==> src/rtl/btn_debounce_pulse.sv <==
// btn_debounce_pulse
//   Conditions raw push-button levels into clean load strobes for the ALU
//   front-end. Each button goes through a 2-FF synchronizer, a debounce FSM
//   and a press-edge detector. Qualified presses are queued in a pending
//   mask and issued one per cycle, lowest index first, as a one-hot,
//   one-cycle strobe.
//
// Ports
//   clk          in   1       system clock, rising edge
//   i_rst_n      in   1       asynchronous active-low reset
//   i_btn_raw    in   NB_BTN  raw asynchronous button levels, 1 = pressed
//   o_btn_pulse  out  NB_BTN  one-hot, one-cycle press strobe
//   o_btn_level  out  NB_BTN  debounced level (PRESSED or RELEASE_CNT)
//   o_busy       out  1       at least one press strobe pending, not issued
//
// Debug visibility: state_q[] (one debounce FSM per button) and pending_q
// hold the complete control state and are meant to be bound to checkers.
module btn_debounce_pulse #(
  parameter int NB_BTN          = 3,
  parameter int NB_CNT          = 20,
  parameter int DEBOUNCE_CYCLES = 1_000_000
) (
  input  logic              clk,
  input  logic              i_rst_n,
  input  logic [NB_BTN-1:0] i_btn_raw,
  output logic [NB_BTN-1:0] o_btn_pulse,
  output logic [NB_BTN-1:0] o_btn_level,
  output logic              o_busy
);

  typedef enum logic [1:0] {
    IDLE        = 2'd0,
    PRESS_CNT   = 2'd1,
    PRESSED     = 2'd2,
    RELEASE_CNT = 2'd3
  } state_e;

  // Terminal count: a level must be seen on DEBOUNCE_CYCLES consecutive
  // cycles inside a *_CNT state before it is accepted.
  localparam logic [NB_CNT-1:0] CNT_MAX = NB_CNT'(DEBOUNCE_CYCLES - 1);

  logic [NB_BTN-1:0] sync1_q;
  logic [NB_BTN-1:0] sync2_q;

  state_e            state_q [NB_BTN];
  state_e            state_d [NB_BTN];
  logic [NB_CNT-1:0] cnt_q   [NB_BTN];
  logic [NB_CNT-1:0] cnt_d   [NB_BTN];

  logic [NB_BTN-1:0] qual_w;      // press qualified this cycle
  logic [NB_BTN-1:0] level_w;
  logic [NB_BTN-1:0] pending_q;
  logic [NB_BTN-1:0] pending_d;
  logic [NB_BTN-1:0] pulse_q;
  logic [NB_BTN-1:0] pulse_d;
  logic              busy_q;

  // Synchronizer and debounce state registers
  always_ff @(posedge clk or negedge i_rst_n) begin
    if (!i_rst_n) begin
      sync1_q <= '0;
      sync2_q <= '0;
      for (int i = 0; i < NB_BTN; i++) begin
        state_q[i] <= IDLE;
        cnt_q[i]   <= '0;
      end
    end else begin
      sync1_q <= i_btn_raw;
      sync2_q <= sync1_q;
      for (int i = 0; i < NB_BTN; i++) begin
        state_q[i] <= state_d[i];
        cnt_q[i]   <= cnt_d[i];
      end
    end
  end

  // Per-button debounce FSM next state. Only the press qualification
  // (PRESS_CNT -> PRESSED) raises qual_w; release debounce never strobes.
  always_comb begin
    qual_w  = '0;
    level_w = '0;
    for (int i = 0; i < NB_BTN; i++) begin
      state_d[i] = state_q[i];
      cnt_d[i]   = cnt_q[i];
      case (state_q[i])
        IDLE: begin
          if (sync2_q[i]) begin
            state_d[i] = PRESS_CNT;
            cnt_d[i]   = '0;
          end
        end
        PRESS_CNT: begin
          if (!sync2_q[i]) begin
            state_d[i] = IDLE;
          end else if (cnt_q[i] == CNT_MAX) begin
            state_d[i] = PRESSED;
            qual_w[i]  = 1'b1;
          end else begin
            cnt_d[i] = cnt_q[i] + NB_CNT'(1);
          end
        end
        PRESSED: begin
          level_w[i] = 1'b1;
          if (!sync2_q[i]) begin
            state_d[i] = RELEASE_CNT;
            cnt_d[i]   = '0;
          end
        end
        RELEASE_CNT: begin
          level_w[i] = 1'b1;
          if (sync2_q[i]) begin
            state_d[i] = PRESSED;
          end else if (cnt_q[i] == CNT_MAX) begin
            state_d[i] = IDLE;
          end else begin
            cnt_d[i] = cnt_q[i] + NB_CNT'(1);
          end
        end
        default: begin
          state_d[i] = IDLE;
          cnt_d[i]   = '0;
        end
      endcase
    end
  end

  // Issue stage: x & -x isolates the lowest set pending bit. New
  // qualifications are OR-ed in before the issued bit is cleared, so a bit
  // that re-qualifies while still pending merges into a single strobe.
  always_comb begin
    pulse_d   = pending_q & (~pending_q + NB_BTN'(1));
    pending_d = (pending_q | qual_w) & ~pulse_d;
  end

  always_ff @(posedge clk or negedge i_rst_n) begin
    if (!i_rst_n) begin
      pending_q <= '0;
      pulse_q   <= '0;
      busy_q    <= 1'b0;
    end else begin
      pending_q <= pending_d;
      pulse_q   <= pulse_d;
      busy_q    <= |pending_d;
    end
  end

  assign o_btn_pulse = pulse_q;
  assign o_btn_level = level_w;
  assign o_busy      = busy_q;

endmodule

==> config.mk <==
export PLATFORM = sky130hd
export DESIGN_NAME = btn_debounce_pulse
export DESIGN_NICKNAME = d
export VERILOG_FILES = /design/src/rtl/btn_debounce_pulse.sv
export SDC_FILE = /design/constraint.sdc
export NUM_CORES = 1
export LEC_CHECK = 0
export CAP_MARGIN = 20
export CORE_MARGIN = 4
export CORE_UTILIZATION = 55
export CTS_BUF_LIST = sky130_fd_sc_hd__clkbuf_16
export DETAILED_ROUTE_END_ITERATION = 10
export PLACE_DENSITY_LB_ADDON = 0.05
export RECOVER_POWER = 25
export REMOVE_ABC_BUFFERS = 1
export SETUP_SLACK_MARGIN = 0.4
export SYNTH_ARGS = -nofsm -noshare
export SYNTH_HDL_FRONTEND = slang
export SYNTH_SLANG_ARGS = --single-unit
==> constraint.sdc <==
create_clock -name clk -period 5.37 [get_ports clk]
set_clock_uncertainty 0.2 [all_clocks]
set_input_delay 0.8055 -clock clk [delete_from_list [all_inputs] [get_ports clk]]
set_output_delay 0.8055 -clock clk [all_outputs]
set_load 0.02 [all_outputs]
==> results of run 1 <==
-- kinds of logic (layout without fill, tap and decap cells) --
kind of cell               after synthesis  after routing  share of synthesized area
adders and majority gates                3              3                   0.009024
xor gates and xnor gates                22             22                    0.04632
muxes                                   13             13                    0.03308
buffers and inverters                   23             41                    0.02406
DFF                                     79             79                     0.4752
AOI/OAI and AO/OA                       83             83                     0.1320
and+or+nand+nor                        219            219                     0.2803
-- flip-flops by register name, indices dropped and copies added (netlist names), named ones only --
register     count
pending_q        3
state_q          3
sync1_q          3
sync2_q          3
cnt_q           60
o_btn_pulse      3
o_busy           1
-- how the worst max path moves through the flow --
stage          slack (ns)   endpoint       from
2_1_floorplan        3.06  cnt_q[29]  cnt_q[20]
3_3_place_gp         2.85  cnt_q[29]  cnt_q[20]
3_5_place_dp         2.78  cnt_q[29]  cnt_q[20]
4_1_cts              2.77  cnt_q[33]  cnt_q[20]
5_1_grt              2.58  cnt_q[29]  cnt_q[20]
6_report             2.75  cnt_q[29]  cnt_q[20]
-- layout by cell type, fill, tap and decap left out, drive strengths merged, types with 6 or more instances in the layout --
cell type	n
dfrtp	79
nand2	61
nor2	34
nand3	29
o21ai	26
a21oi	24
nand4	21
xor2	19
and3	13
inv	12
or3	12
mux2i	10
clkbuf	10
nor3	9
nor4	9
clkdlybuf4s50	7
a22o	6
-- power groups by stage --
stage | registers, mW | logic, mW | clock network (mW)
floorplan | 0.638 | 0.0386 | 0
global placement | 0.642 | 0.0634 | 0
detailed placement | 0.643 | 0.0647 | 0
CTS | 0.633 | 0.0651 | 0.648
global route | 0.636 | 0.0757 | 0.670
finish | 0.633 | 0.0655 | 0.628
-- through the flow --
step | utilization | area, µm² | setup slack, ns
after floorplan | - | 4101 | 3.058
after detailed placement | 0.5963 | 4348 | 2.783
after global routing | 0.6426 | 4686 | 2.583
after CTS | 0.6393 | 4662 | 2.771
after global placement | 0.5963 | 4348 | 2.848
final | 0.6426 | 4686 | 2.754
-- cell type report --
class / instances / share of cell area
multi-input combinational: 340 / 0.4446
sequential: 79 / 0.4219
clock buffer: 9 / 0.04806
tap: 99 / 0.02644
inverter: 11 / 0.008812
timing repair buffer: 14 / 0.03124
clock inverter: 7 / 0.01896
-- metal layers --
layer | wire length (µm) | GRT usage | vias to the layer above
met5 | 0 | 0 | -
met3 | 239 | 0.03904 | 2
met1 | 4021 | 0.2792 | 1601
met2 | 4277 | 0.3423 | 40
met4 | 39 | 0.05889 | 0
li1 | - | - | 1651
==> results.md, run 1 <==
- Hold Crit Class: flop to flop
- FF+latch area: 0.001977 mm²
- FF-to-FF path depth: 6
- Vias per inst: 5.893
- Yosys warns: 0
- Worst slew pin tran: 1.390 ns
- Layout cell share with drive strength beyond 1: 0.08261
- Iter 0 DRT Violations: 191
- Endpoint class of the critical path: flop
- Top cells by count, synth: 79 x dfrtp_1, 60 x nand2_1, 33 x nor2_1
- Area Overhead vs Synth: 12.63%
- Residual DRC: 0
- Hold EP: sync2_q[0]
- GPL Wtd Cong: 0.8490
- Seq cells post-synth: 79
- Average size of a mapped cell: 9.412 µm²
- Hold depth: 0
- Final hold vios: 0
- Cells after Synth: 442
- Switch share: 0.2182
- CP max-delay cell: o31ai_4
- Outcome: finished clean
- Core area: 0.007292 mm²
- WP data required: 5.35 ns
- Post-CTS Setup Inserts: 0
- Post-synthesis cell area: 0.004160 mm²
- Clk pin slew, worst setup/hold paths: 0.06 ns
- Unrepaired setup endpoints after global routing: no
- CTS Hold Bufs: 0
- Min Tclk post-route: 2.616 ns
- Avg WL per Cell: 15.35 µm
- Cell row count: 31
- Area occupied by multi-input gates: 0.002083 mm²
- Grt total ovfl: 0
- Final slew viol count: 0
- Peak supply drop: 0.1762 mV
- Worst setup path category: flop to flop
- MaxCap Viol Count: 0
- Cells after DPL: 542
- Die ar.: 0.009019 mm²
- Setup violations, final: 0
- Total number of vias: 3,294
- Synth top area cells: dfrtp_1 48%, nand2_1 5.4%, xor2_1 4.0%, nand3_1 3.5%, nand4_1 3.2%
- R2R Path End: cnt_q[29]
- Clk_lat worst skew: 0.33 ns
- CTS tree: yes
- Fin nets: 463
- Crit-path leading delay family: simple AND/OR/NAND/NOR gates
- I/O Buffers: 11
- Diode count: 0
- Worst path max stage delay: 0.63 ns
- Initial Util: 0.5705
- Post-route ant nets: 0
- Synth top area share: 0.4752
- Die height: 94.97 µm
- CTS sink count: 79
- Total track usage: 0.2073
- CTS Buffer Depth: 2
- Fmax: 0.3823 GHz
- CP cell instances: ha_1, nand3_1, or4_4, o31ai_4, or3_2, a21oi_1
- Distinct cells, synth: 65
- Fillers: 603
- Post-cts resize count: 0
- Sequential-to-total area share from yosys stat: 0.4752
- Reg power frac: 0.477
- Post-synth top flop: dfrtp_1
- Cell count along the critical path: 6
- Final period util: 0.4871
- Cell Pwr Density: 283.2 mW/mm²
- Async S/R FF share, synth: 1.000
- R2R Setup Slk: 2.75 ns
- Root Driver: clkbuf_16
- Reg2reg start: cnt_q[20]
- Die width: 94.97 µm
- PnR Total Power: 1.327 mW
- Relative slew margins: 0.07330
- Largest net degree at the start of global routing: 80
- Post-DP HPWL: 5.831 mm
- Leak: 1.993 nW
- Worst-path fanout max: 17
- Hold_sp: sync1_q[0]
- Total CTS buffers: 9
- I/O Pins: 12
- Buffer and inverter count on the worst path: 0
- Drt pass-1 iters: 4
- Vias in the first global route: 3,110
- Internal: 1.038 mW
- Final std cells w/o fill: 559
- CP Launch Type: flop
- Initial antenna violation count: 0
- Cell with the most instances after synthesis: dfrtp_1
- Critical Path AT: 2.60 ns
- EDFF count, synth: 0
- First-pass GRT wire length: 14.64 mm
- Logic pwr share: 0.049
- Largest area contributor in the netlist: dfrtp_1
- Worst hold slack: 0.1474 ns
- CTS H-tree depth: 3
- Sw Pwr: 0.2897 mW
- Clk pwr share: 0.473
- Setup TNS: 0 ns
- Drt total wl: 8.578 mm
(Power assumes the default switching activity.)
==> inputs of run 2 (changes only) <==
==> constraint.sdc (replaced) <==
create_clock -name clk -period 2.5 [get_ports clk]
set_clock_uncertainty 0.2 [all_clocks]
set_input_delay 0.375 -clock clk [delete_from_list [all_inputs] [get_ports clk]]
set_output_delay 0.375 -clock clk [all_outputs]
set_load 0.02 [all_outputs]
==> run 2 against run 1 <==
  * Global-route usage up 1.6 points
  * Largest cell class unchanged
  * Critical path depth down 1
  * Sequential cell count unchanged
  * Wire length up 11%
  * Final cell count up 7.0%
  * Maximum frequency up 20%
  * Highest routed layer unchanged
  * Largest power group unchanged
  * Via count up 7.4%
==> results.md, run 2 (synthesized netlist as in run 1, its figures left out) <==
- Diode count: 0
- Outcome: finished clean
- Logic pwr share: 0.067
- Die height: 94.97 µm
- Die ar.: 0.009019 mm²
- Final slew viol count: 0
- Clk pin slew, worst setup/hold paths: 0.06 ns
- Setup TNS: 0 ns
- WP data required: 2.51 ns
- Post-route ant nets: 0
- Residual DRC: 0
- Cell Pwr Density: 551.9 mW/mm²
- Clk_lat worst skew: 0.33 ns
- Area Overhead vs Synth: 22.98%
- I/O Pins: 12
- GPL Wtd Cong: 0.8469
- Reg with most FFs: cnt_q
- Unrepaired setup endpoints after global routing: yes
- Peak supply drop: 0.4082 mV
- CTS sink count: 79
- Total CTS buffers: 9
- Reg power frac: 0.483
- Initial Util: 0.5705
- Largest net degree at the start of global routing: 42
- Final period util: 0.8702
- Worst path max stage delay: 0.51 ns
- Endpoint class of the critical path: flop
- Worst setup path category: flop to flop
- CTS H-tree depth: 3
- Post-layout util: 0.7016
- Most frequent cells in the layout: 75 x dfrtp_1, 60 x nand2_1, 36 x buf_4
- Drt pass-1 iters: 5
- Fmax: 0.4597 GHz
- Cell row count: 31
- Sw Pwr: 0.6652 mW
- Vias per inst: 5.915
- Total number of vias: 3,537
- Layout cell share with drive strength beyond 1: 0.2124
- Leak: 2.202 nW
- MaxCap Viol Count: 0
- Worst-path fanout max: 6
- CP Launch Type: flop
- Clk pwr share: 0.450
- Final hold vios: 0
- Root Driver: clkbuf_16
- Flip-flop count of the largest register after layout: 60
- Worst slew pin tran: 1.073 ns
- Iter 0 DRT Violations: 201
- CP cell instances: or4b_4, nor4_4, and2_4, nand2_2, mux2_4
- Relative slew margins: 0.2848
- CTS Buffer Depth: 2
- Drt total wl: 9.525 mm
- Hold Crit Class: flop to flop
- CP max-delay cell: or4b_4
- Critical Path AT: 2.19 ns
- Grt total ovfl: 0
- Avg WL per Cell: 15.93 µm
- Fin nets: 502
- Core area: 0.007292 mm²
- I/O Buffers: 11
- CTS tree: yes
- First-pass GRT wire length: 15.80 mm
- Switch share: 0.2356
- Total track usage: 0.2235
- Post-DP HPWL: 6.270 mm
- Most common cell after layout, fill and taps aside: dfrtp_1
- Min Tclk post-route: 2.175 ns
- Vias in the first global route: 3,351
- Initial antenna violation count: 0
- Internal: 2.158 mW
- Die width: 94.97 µm
- Fillers: 559
- Setup violations, final: 0
-- run 2: cell type report --
cell class / count / area [µm²] / area share
Multi-Input combinational cell: 340 / 2228 / 0.4356
Sequential cell: 79 / 1982 / 0.3874
Timing Repair Buffer: 53 / 450.4 / 0.08804
Clock buffer: 9 / 225.2 / 0.04402
Tap cell: 99 / 123.9 / 0.02421
Clock inverter: 7 / 65.06 / 0.01272
Inverter: 11 / 41.29 / 0.008070
-- run 2: repair_timing --
item                                   4_1_cts  5_1_grt
endpoints found under the hold margin       39        0
hold buffers                                 1        0
setup endpoints to repair                   30       34
gates resized for setup                     16       28
gates cloned                                 1        0
buffers inserted                            10       10
pin swaps                                    6       18
-- run 2: power groups by stage --
stage | Clock, mW | Combinational, mW | Sequential [mW]
6_report | 1.27 | 0.189 | 1.36
5_1_grt | 1.37 | 0.213 | 1.37
4_1_cts | 1.31 | 0.176 | 1.36
3_5_place_dp | 0 | 0.152 | 1.38
3_3_place_gp | 0 | 0.149 | 1.38
2_1_floorplan | 0 | 0.0829 | 1.37
-- run 2: worst max-delay path: cells and delay by family, from the launching register on --
kind	cells	cell delay [ns]
flip-flops	1	0.44
AND/OR/NAND/NOR	4	1.12
multiplexers	1	0.30
-- run 2: metal layers --
metal	vias to the layer above	share of wire	GRT usage	wire (µm)
met2	76	0.52	0.3799	4958
met4	0	0.012	0.07692	114
met1	1732	0.43	0.2800	4120
met3	11	0.035	0.05100	331
li1	1718	-	-	-
met5	-	0	0	0
-- run 2: final timing paths --
check                                start          to  slack, ns  cells after the start
worst max-delay path             cnt_q[50]        flop       0.32                      5
worst min-delay path            sync1_q[0]  sync2_q[0]       0.15                      0
worst max register to register   cnt_q[50]        flop       0.32                      5
worst min register to register  sync1_q[0]  sync2_q[0]       0.15                      0
max in group asynchronous          i_rst_n   cnt_q[36]       0.76                      3
min in group asynchronous          i_rst_n   cnt_q[14]       0.58                      2
-- run 2: metrics by stage --
step / std cells / total power [mW] / instance area [µm²] / setup WS, ns / hold WS, ns
floorplan: 430 / 1.454 / 4101 / 0.1879 / -0.1206
global placement: 560 / 1.529 / 4496 / 0.2344 / 0.1320
detailed placement: 560 / 1.535 / 4496 / 0.1717 / 0.1418
CTS: 588 / 2.841 / 4937 / 0.2909 / 0.1569
global route: 598 / 2.948 / 5116 / 0.2379 / 0.1609
finish: 598 / 2.824 / 5116 / 0.3245 / 0.1506
==> inputs of run 3 (changes only) <==
--- a/config.mk
+++ b/config.mk
@@ -10,6 +10,7 @@
 export CORE_UTILIZATION = 55
 export CTS_BUF_LIST = sky130_fd_sc_hd__clkbuf_16
 export DETAILED_ROUTE_END_ITERATION = 10
+export MAX_ROUTING_LAYER = met4
 export PLACE_DENSITY_LB_ADDON = 0.05
 export RECOVER_POWER = 25
 export REMOVE_ABC_BUFFERS = 1
==> run 3 against run 2 <==
  * Hold slack got worse by 0.00065 ns
  * Wire length about the same
  * Total power decreased by 0.12%
  * Clock power about the same
  * Critical path depth unchanged
  * Non-clock buffer count unchanged
  * Largest power group unchanged
  * Setup slack got worse by 0.0052 ns
  * First-iteration DRC count increased by 5.5%
==> results.md, run 3 (synthesized netlist as in run 1, its figures left out) <==
- Min Tclk post-route: 2.181 ns
- Die height: 94.97 µm
- Root Driver: clkbuf_16
- Total CTS buffers: 9
- Initial Util: 0.5705
- CTS H-tree depth: 3
- CP Launch Type: flop
- Post-route ant nets: 0
- Leak: 2.202 nW
- Initial antenna violation count: 0
- FF+latch area: 0.001982 mm²
- Residual DRC: 0
- First-pass GRT wire length: 15.79 mm
- Die ar.: 0.009019 mm²
- Post-layout util: 0.7016
- I/O Pins: 12
- Diode count: 0
- Worst slew pin tran: 1.077 ns
- Cell Pwr Density: 551.3 mW/mm²
- Area Overhead vs Synth: 22.98%
- Die width: 94.97 µm
- CTS tree: yes
- GPL Wtd Cong: 0.8602
- Endpoint class of the critical path: flop
- Final hold vios: 0
- Setup TNS: 0 ns
- Cell row count: 31
- Layout cell share with drive strength beyond 1: 0.2124
- Vias in the first global route: 3,346
- Peak supply drop: 0.4022 mV
- Reg with most FFs: cnt_q
- CTS sink count: 79
- I/O Buffers: 11
- Most common cell after layout, fill and taps aside: dfrtp_1
- Final instance area: 0.005116 mm²
- Fillers: 559
- R2R Setup Slk: 0.32 ns
- Worst hold slack: 0.1499 ns
- Final slew viol count: 0
- Hold Crit Class: flop to flop
- Post-place setup slack: 0.1717 ns
- Total track usage: 0.2302
- Total number of vias: 3,546
- Outcome: finished clean
- Relative slew margins: 0.2822
- Grt total ovfl: 0
- Worst setup path category: flop to flop
- Clk_lat worst skew: 0.33 ns
- Unrepaired setup endpoints after global routing: yes
- Setup violations, final: 0
- Critical Path AT: 2.19 ns
- Setup ws final: 0.3193 ns
- Drt pass-1 iters: 5
- Avg WL per Cell: 15.92 µm
- Largest net degree at the start of global routing: 42
- WP data required: 2.51 ns
- Post-DP HPWL: 6.270 mm
- Core area: 0.007292 mm²
- CTS Buffer Depth: 2
- Iter 0 DRT Violations: 212
- Flip-flop count of the largest register after layout: 60
- Final period util: 0.8723
- Worst-path fanout max: 6
- Most frequent cells in the layout: 75 x dfrtp_1, 60 x nand2_1, 36 x buf_4
- MaxCap Viol Count: 0
- Placed instance area: 0.004496 mm²
- Fin nets: 502
- Area occupied by multi-input gates: 0.002228 mm²
- Vias per inst: 5.930
- Drt total wl: 9.518 mm
- Fmax: 0.4586 GHz
- Clk pin slew, worst setup/hold paths: 0.06 ns
## run 3: cell counts in the layout (fill, tap and decap cells not counted)
Identical to the previous run, type by type.
## run 3: worst max-delay path, stage by stage (launching register included)
cell and delay, ns:
dfrtp_2 0.44, or4b_4 0.51, nor4_4 0.31, and2_4 0.24, nand2_2 0.06, mux2_4 0.30
## run 3: routing by layer
metal | vias to the layer above | track usage | wire length [µm]
met2 | 80 | 0.3787 | 4995
li1 | 1723 | - | -
met4 | 0 | 0.07692 | 136
met1 | 1729 | 0.2816 | 4081
met3 | 14 | 0.05100 | 305
met5 | - | - | 0
## run 3: what timing repair did
item,4_1_cts,5_1_grt
setup endpoints to repair,30,34
hold buffers,1,0
buffers inserted,10,10
endpoints found under the hold margin,39,0
resized for setup,16,28
pin swaps,6,18
gates cloned,1,0
## run 3: power by group
part           total, mW  internal [mW]  switching [mW]
sequential          1.36           1.31          0.0499
clock               1.27          0.766           0.503
combinational      0.189         0.0801           0.109
total               2.82           2.16           0.662
## run 3: final cells by class
| cell class | instances | area share |
|---|---|---|
| Clock buffer | 9 | 0.04402 |
| Clock inverter | 7 | 0.01272 |
| Inverter | 11 | 0.008070 |
| Multi-Input combinational cell | 340 | 0.4356 |
| Sequential cell | 79 | 0.3874 |
| Tap cell | 99 | 0.02421 |
| Timing Repair Buffer | 53 | 0.08804 |
## run 3: path summary, 6_finish.rpt
path,depth (start not counted),start,to
max in group asynchronous,3,i_rst_n,cnt_q[36]
min reg2reg,0,sync1_q[0],sync2_q[0]
max reg2reg,5,cnt_q[50],flop
min,0,sync1_q[0],sync2_q[0]
min in group asynchronous,2,i_rst_n,cnt_q[14]
max,5,cnt_q[50],flop
## run 3: stage by stage
stage	std cells	power, mW
after detailed placement	560	1.535
after global routing	598	2.949
after floorplan	430	1.454
final	598	2.820
after CTS	588	2.841
after global placement	560	1.529
